<file path="config.mk">
export PLATFORM = sky130hd
export DESIGN_NAME = output_port_arbiter
export DESIGN_NICKNAME = d
export VERILOG_FILES = /design/src/rtl/output_port_arbiter_pkg.sv /design/src/rtl/output_port_arbiter_rr_arbiter.sv /design/src/rtl/output_port_arbiter.sv
export SDC_FILE = /design/constraint.sdc
export NUM_CORES = 1
export LEC_CHECK = 0
export CORE_AREA = 2 2 77 79
export DETAILED_ROUTE_END_ITERATION = 6
export DIE_AREA = 0 0 79 81
export PLACE_DENSITY = 0.39
export RECOVER_POWER = 25
export SLEW_MARGIN = 20
export SYNTH_ARGS = -nofsm -noshare
export SYNTH_HDL_FRONTEND = slang
export SYNTH_SLANG_ARGS = --single-unit
export TNS_END_PERCENT = 50
</file>
<file path="constraint.sdc">
create_clock -name clk -period 8.9 [get_ports clk]
set_input_delay 2.67 -clock clk [delete_from_list [all_inputs] [get_ports clk]]
set_output_delay 2.67 -clock clk [all_outputs]
set_load 0.01 [all_outputs]
</file>
<file path="src/rtl/output_port_arbiter_pkg.sv">
// Shared constants for the per-output-port arbiter: port indices, default size, FSM encoding.
package output_port_arbiter_pkg;

    localparam int N_PORTS_DEF = 5;

    localparam int PORT_LOCAL = 0;
    localparam int PORT_NORTH = 1;
    localparam int PORT_EAST  = 2;
    localparam int PORT_SOUTH = 3;
    localparam int PORT_WEST  = 4;

    typedef enum logic {
        ST_IDLE   = 1'b0,
        ST_LOCKED = 1'b1
    } arb_state_e;

    // Width of a port index; at least one bit so a single-port build still elaborates.
    function automatic int ptr_width(input int n);
        return (n > 1) ? $clog2(n) : 1;
    endfunction

endpackage

</file>
<file path="src/rtl/output_port_arbiter_rr_arbiter.sv">
// Combinational rotate-priority arbiter: first request at or above ptr wins, wrapping to port 0.
module rr_arbiter
    import output_port_arbiter_pkg::*;
#(
    parameter int N_PORTS = N_PORTS_DEF,
    parameter int PTR_W   = ptr_width(N_PORTS)
) (
    input  logic [N_PORTS-1:0] req,
    input  logic [PTR_W-1:0]   ptr,
    output logic [N_PORTS-1:0] gnt,
    output logic               any
);

    logic [PTR_W-1:0] idx;

    always_comb begin
        gnt = '0;
        any = 1'b0;
        idx = ptr;
        for (int k = 0; k < N_PORTS; k++) begin
            if (!any && req[idx]) begin
                gnt[idx] = 1'b1;
                any      = 1'b1;
            end
            idx = (idx == PTR_W'(N_PORTS - 1)) ? '0 : idx + 1'b1;
        end
    end

endmodule

</file>
<file path="src/rtl/output_port_arbiter.sv">
// Wormhole output-port arbiter: locks the port to one input until its tail flit transfers,
// then hands priority to the next port in round-robin order.
module output_port_arbiter
    import output_port_arbiter_pkg::*;
#(
    parameter int N_PORTS = N_PORTS_DEF
) (
    input  logic               clk,
    input  logic               rst,
    input  logic [N_PORTS-1:0] req,
    input  logic [N_PORTS-1:0] tail,
    input  logic               ready_in,
    output logic [N_PORTS-1:0] grant,
    output logic [N_PORTS-1:0] ack,
    output logic               buf_enable,
    output logic               busy
);

    localparam int PTR_W = ptr_width(N_PORTS);

    arb_state_e         state_q, state_d;
    logic [N_PORTS-1:0] grant_q, grant_d;
    logic [PTR_W-1:0]   ptr_q,   ptr_d;

    logic [N_PORTS-1:0] rr_gnt;
    logic               rr_any;
    logic [PTR_W-1:0]   owner_idx;
    logic               tail_xfer;

    rr_arbiter #(
        .N_PORTS (N_PORTS),
        .PTR_W   (PTR_W)
    ) u_rr (
        .req (req),
        .ptr (ptr_q),
        .gnt (rr_gnt),
        .any (rr_any)
    );

    // grant_q is all-zero outside LOCKED, so it alone qualifies the pop; reset suppresses it.
    always_comb begin
        ack = '0;
        if (rst) begin
            ack = grant_q & req & {N_PORTS{ready_in}};
        end
    end

    assign buf_enable = |ack;
    assign tail_xfer  = |(ack & tail);
    assign grant      = grant_q;
    assign busy       = (state_q == ST_LOCKED);

    always_comb begin
        owner_idx = '0;
        for (int i = 0; i < N_PORTS; i++) begin
            if (grant_q[i]) begin
                owner_idx = PTR_W'(i);
            end
        end
    end

    always_comb begin
        state_d = state_q;
        grant_d = grant_q;
        ptr_d   = ptr_q;
        case (state_q)
            ST_IDLE: begin
                if (rr_any) begin
                    state_d = ST_LOCKED;
                    grant_d = rr_gnt;
                end else begin
                    grant_d = '0;
                end
            end
            ST_LOCKED: begin
                // Priority moves past the owner only once its whole packet has left.
                if (tail_xfer) begin
                    state_d = ST_IDLE;
                    grant_d = '0;
                    ptr_d   = (owner_idx == PTR_W'(N_PORTS - 1)) ? '0 : owner_idx + 1'b1;
                end
            end
            default: begin
                state_d = ST_IDLE;
                grant_d = '0;
            end
        endcase
    end

    always_ff @(posedge clk) begin
        if (!rst) begin
            state_q <= ST_IDLE;
            grant_q <= '0;
            ptr_q   <= '0;
        end else begin
            state_q <= state_d;
            grant_q <= grant_d;
            ptr_q   <= ptr_d;
        end
    end

endmodule

</file>
==> summary.md <==
| Metric | Value |
|---|---|
| Status | complete, no violations |
| Htree depth | 1 |
| Setup TNS | 0 ns |
| Worst Path Arrival | 4.31 ns |
| Mapped Area | 1360 sq um |
| Dpl hpwl | 3.77 mm |
| WL/cell | 17.6 um |
| Num CTS Buffers | 3 |
| Initial Util | 23.9% |
| Commonest non-fill, non-tap cell in the layout | nor2_1 |
| Worst-path clk slew | 0.05 ns |
| Via count | 1597 |
| Tcrit/Tclk final | 78.5% |
| Post-synthesis cell type count | 60 |
| Filler cell count in the final layout | 614 |
| Commonest non-fill, non-tap cells in the layout | nor2_1, clkdlybuf4s50_1, nand2_1, inv_1, a21oi_1 |
| Sequential area share after synthesis | 13.3% |
| Worst Tran Pin Value | 0.676 ns |
| Max-cap violations | 0 |
| Slew Limit Fails | 0 |
| Finish-stage setup viols | 0 |
| Post-route ant nets | 0 |
| Mean post-synth cell area | 7.34 sq um |
| Diodes inserted | 0 |
| Area delta synth->final | 24.8% |
| Tot GR Track Use | 15.4% |
| Cell Pwr Density | 71.6 nW/um^2 |
| Final hold slack | 0.593 ns |
| LEAKAGE | 0.573 nW |
| Syn nets | 203 |
| Top achievable clock speed | 0.143 GHz |
| Largest net degree at the start of global routing | 18 |
| Root Buffer | clkbuf_8 |
| Initial antenna violation count | 0 |
| Cells after Synth | 185 |
| Total gr overflow | 0 |
| # IOs | 25 |
| Worst IR Drop VDD | 0.0000362 V |
| DR DRC count | 0 |
| Initial DRC Count | 194 |
| Later-pin clock latency in the skew report | 0.24 ns |
| First-pass GRT wire length | 7.68 mm |
| Top FF cell, synth | dfxtp_1 |
| Clk_skew | 0.00212 ns |
| Vias in the first global route | 1472 |
| GP Congestion | 0.842 |
| Vias per std cell | 5.68 |
| Hold buffer count at CTS | 0 |
| Drt pass-1 iters | 4 |
| Layout cell share with drive strength beyond 1 | 9.22% |
| Yosys warns | 0 |
| Nets@finish | 225 |
| Placeable core region | 5680 sq um |
| Yosys reg bits | 9 |
| Ys async rst share | 0% |
| Clock sinks | 9 |
| CP Class | in2out |
| Die Y | 81 um |
| CP startpoint kind | primary input |
| WL final | 4.95 mm |
| CTS tree | done |
| Worst EP required | 6.23 ns |
| CP Capture Type | output port |
| Worst Path Max Fanout | 7 |
| Port bufs | 24 |
| Max Buffers Root-to-Sink | 2 |
| DIE WIDTH | 79 um |
| Storage element area | 180 sq um |
| Post-CTS setup buffers | 0 |
| Multi-input gate area | 1090 sq um |
| Hold Fails Final Rpt | 0 |
| Post-route minimum period | 6.98 ns |
| EDFF count, synth | 0 |
| Post-CTS sizing | 0 |
| Type of the tightest min-delay check | reg2reg |
| Die Area | 6400 sq um |
| Rel. slew slack | 55.0% |
| Unrepaired setup endpoints after global routing | no |
| Placement Rows | 28 |
critical path, stage by stage:
cell and delay, ns:
clkdlybuf4s50_1 0.69, and4_1 0.30, nor3_1 0.07, nand2_1 0.06
clkdlybuf4s50_1 0.52
path summary, 6_finish.rpt:
check	start	to	slack, ns	depth (start not counted)
min reg2reg	grant[3]	grant[3]	0.59	2
min	grant[3]	grant[3]	0.59	2
max	req[3]	buf_enable	1.92	5
max reg2reg	ptr_q[0]	grant[3]	4.26	12
report_power, final:
| group | internal [W] | total (W) | switching, W |
|---|---|---|---|
| clock network | 0.0000313 | 0.0000482 | 0.0000169 |
| registers | 0.0000415 | 0.0000433 | 0.00000174 |
| logic | 0.0000141 | 0.0000300 | 0.0000160 |
| total | 0.0000869 | 0.000121 | 0.0000346 |
flip-flops by register name, indices dropped and copies added (netlist names):
register and cells:
busy 1, grant 5, ptr_q 3
through the flow:
step                      cells  worst slack, ns  util, %  total power [W]  cell area [sq um]
final                       281             1.92     29.9         0.000121               1700
after global routing        281             1.84     29.9         0.000125               1700
after CTS                   281             1.90     29.9         0.000122               1700
after detailed placement    277             1.90     29.1        0.0000739               1650
after global placement      277             1.96     29.1        0.0000741               1650
after floorplan             185             3.04        -        0.0000591               1360
layout make-up:
type / count / share of cell area (%)
multi-input cells: 158 / 64.6
clock buffers: 4 / 2.66
repair buffers: 24 / 14.2
well taps: 75 / 5.54
inverters: 11 / 2.44
flip-flops and latches: 9 / 10.6
metal layers:
layer | global-route usage (%) | up-vias | routed length [um]
met5 | 0 | - | 0
met4 | 3.28 | 0 | 48
met3 | 2.22 | 7 | 256
met2 | 26.9 | 56 | 2360
met1 | 20.2 | 772 | 2280
li1 | - | 762 | -
synthesized netlist by cell type, types with 3 or more instances:
cell type / count / share of area (%)
nand3b_1: 3 / 1.7
a21o_1: 4 / 2.2
a32oi_1: 3 / 1.9
ha_1: 5 / 4.6
nor2_1: 22 / 6.1
a31oi_1: 5 / 2.3
and2_1: 5 / 2.3
a211oi_1: 6 / 3.3
nand4_1: 5 / 2.3
and4_1: 7 / 4.5
clkbuf_1: 4 / 1.1
nor3_1: 6 / 2.2
a22oi_1: 4 / 2.2
a21oi_1: 10 / 3.7
nor2b_1: 4 / 1.8
nand2_1: 12 / 3.3
dfxtp_1: 9 / 13
inv_1: 10 / 2.8
nand3_1: 4 / 1.5
kinds of logic (layout without fill, tap and decap cells):
kind of cell               Yosys count  count (layout)  synth area share (%)
adders and majority gates            5               5                  4.60
and+or+nand+nor                     85              85                  35.3
buffers and inverters               18              39                  6.17
AOI/OAI and AO/OA                   60              60                  33.2
muxes                                5               5                  4.97
DFF                                  9               9                  13.3
xor gates and xnor gates             3               3                  2.49
Note: power is estimated with default switching activity, not from simulation.
==> edit, RTL diff (same flow settings) <==
The package constant `N_PORTS_DEF` goes from 5 to 6.
--- a/src/rtl/output_port_arbiter_pkg.sv
+++ b/src/rtl/output_port_arbiter_pkg.sv
@@ -1,7 +1,7 @@
 // Shared constants for the per-output-port arbiter: port indices, default size, FSM encoding.
 package output_port_arbiter_pkg;
 
-    localparam int N_PORTS_DEF = 5;
+    localparam int N_PORTS_DEF = 6;
 
     localparam int PORT_LOCAL = 0;
     localparam int PORT_NORTH = 1;
Ports: changed (resized ack, grant, req and tail); port bits go from 25 to 29. The function was not compared with the original's and may differ.
==> edit against the unedited design <==
  * Total power increased by 15%
  * Die area unchanged
  * Final area decreased by 7.3%
  * Clock power increased by 21%
  * Synthesized area decreased by 13%
  * Via count decreased by 15%
  * Non-clock buffer count increased by 6
  * Sequential cell count increased by 1
  * Cell count decreased by 6.0%
  * Setup slack got worse by 150 ps
  * Sequential power increased by 9.7%
  * Routed wire length decreased by 16%
  * Critical endpoint unchanged
  * Largest cell class unchanged
==> edit: results (changes against the unedited design) <==
| Metric | Value |
|---|---|
| Hold WS | 494 ps (-99.1 ps) |
| Largest fanout on the critical path | 7 (unchanged) |
| Inserted Diodes | 0 (unchanged) |
| Clk_lat worst skew | 240 ps (about the same) |
| Top post-synthesis cells by area | dfxtp_1 17%, nand2_1 7.3%, mux2i_1 5.1% |
| WL/cell | 15.8 um (-10%) |
| Syn Nets | 181 (-11%) |
| Class of the worst hold path | register to register |
| Largest net degree at the start of global routing | 29 (+11) |
| Delay-heaviest family, CP | buffers and inverters |
| Data arrival time of the critical path | 4460 ps (+150 ps) |
| DP Area | 1520 um^2 (-8.1%) |
| DR iter-0 viols | 139 (-28%) |
| Layout cells sized above 1 | 10.6% (+1.4 points) |
| Max Clock Freq | 140 MHz (-2.1%) |
| CTS root buffer | clkbuf_8 |
| First-pass GRT wire length | 6.93 mm (-9.7%) |
| Number of global-route vias before repair | 1304 (-11%) |
| Post-DP HPWL | 3.07 mm (-18%) |
| Yosys warning count | 0 (unchanged) |
| Clock transition at path regs | 50 ps (about the same) |
| Synth top cells by count | 23 x nand2_1, 13 x nor2_1, 10 x dfxtp_1, 9 x nand3_1 |
| IO buf count | 28 (+17%) |
| Final #Nets | 205 (-8.9%) |
| Unique cell type count in the Yosys netlist | 48 (-20%) |
| Dpl cells | 260 (-6.1%) |
| Vias per cell | 5.13 (-9.8%) |
| GPL Wtd Cong | 0.751 (-11%) |
| Register area share after synthesis | 16.9% (+3.6 points) |
| CTS buffer count | 3 (unchanged) |
| Initial antenna violation count | 0 (unchanged) |
| Via Count | 1354 (-15%) |
| Register area | 200 um^2 (+11%) |
| Fill count | 649 (+5.7%) |
| Max reg flops | 6 (+1) |
| Crit path top cell by count | clkdlybuf4s50_1 |
| Aggregate global-route resource usage | 13.8% (-1.6 points) |
| Async SR Flop Fraction | 0% (unchanged) |
| Critical path's slowest cell | clkdlybuf4s50_1 |
| Status | completed |
| Syn Inst Count | 166 (-10%) |
| Initial DRT Pass Iterations | 4 (unchanged) |
| Post-cts resize count | 0 (unchanged) |
| CTS Buffer Depth | 2 (unchanged) |
| Clock skew | 1.61 ps (-0.510 ps) |
| Post-CTS setup buffer count | 0 (unchanged) |
| Worst VDD drop | 0.0469 mV (+30%) |
| H-tree depth | 1 (unchanged) |
| Leakage | 0.000557 uW (-2.8%) |
| Slowest cell delay on critical path | 480 ps (-210 ps) |
| R2R Setup Slk | 6310 ps (+2050 ps) |
| Slew HR | 50.4% (-4.5 points) |
-- edit: cell count changes in the layout (fill, tap and decap cells not counted), sizes merged, moves of 6 or more --
cell and change:
nand2 +10, and4 -8, o21ai +8, inv -7, and3 +6, nor2 -8
-- edit: layout make-up --
cell class | instances | area share, %
well taps | 75 | 5.97
clock buffers | 4 | 3.50
inverters | 4 | 0.955
repair buffers | 30 | 18.8
multi-input cells | 141 | 58.0
flip-flops and latches | 10 | 12.7
-- edit: logic make-up after synthesis --
| logic type | Yosys count | synth area share [%] |
|---|---|---|
| simple gates | 85 | 37.9 |
| flops | 10 | 16.9 |
| mux | 12 | 12.0 |
| buf+inv | 15 | 6.32 |
| compound gates | 44 | 26.9 |
-- edit: path summary, 6_finish.rpt --
kind	endpoint	depth (start not counted)	startpoint
setup / recovery	buf_enable	6	rst
hold reg to reg	grant[0]	2	grant[0]
hold / removal	grant[0]	2	grant[0]
setup reg to reg	grant[4]	7	ptr_q[1]
-- edit: layer usage --
layer  wire length (um)  track usage (%)  vias to the layer above  share of wire (%)
met2               2010             22.7                       34                 48
li1                   -                -                      669                  -
met1               2020             19.3                      649                 48
met3                137             2.56                        2                3.3
met4                  7             2.07                        0               0.17
met5                  0                0                        -                  0
-- edit: report_power, final --
group	internal (uW)	switching, uW	leakage, uW
Clock	39.0	19.4	0.0000288
Combinational	15.9	18.3	0.000447
Sequential	46.0	1.53	0.0000813
-- edit: worst reg2reg max path: stages (launching register included) --
cell and delay, ps:
dfxtp_1 790, and2b_1 310, nand2_1 130, and3_1 320, nand4b_4 200, nor3_1 60
a2111oi_0 490, o21ai_0 150
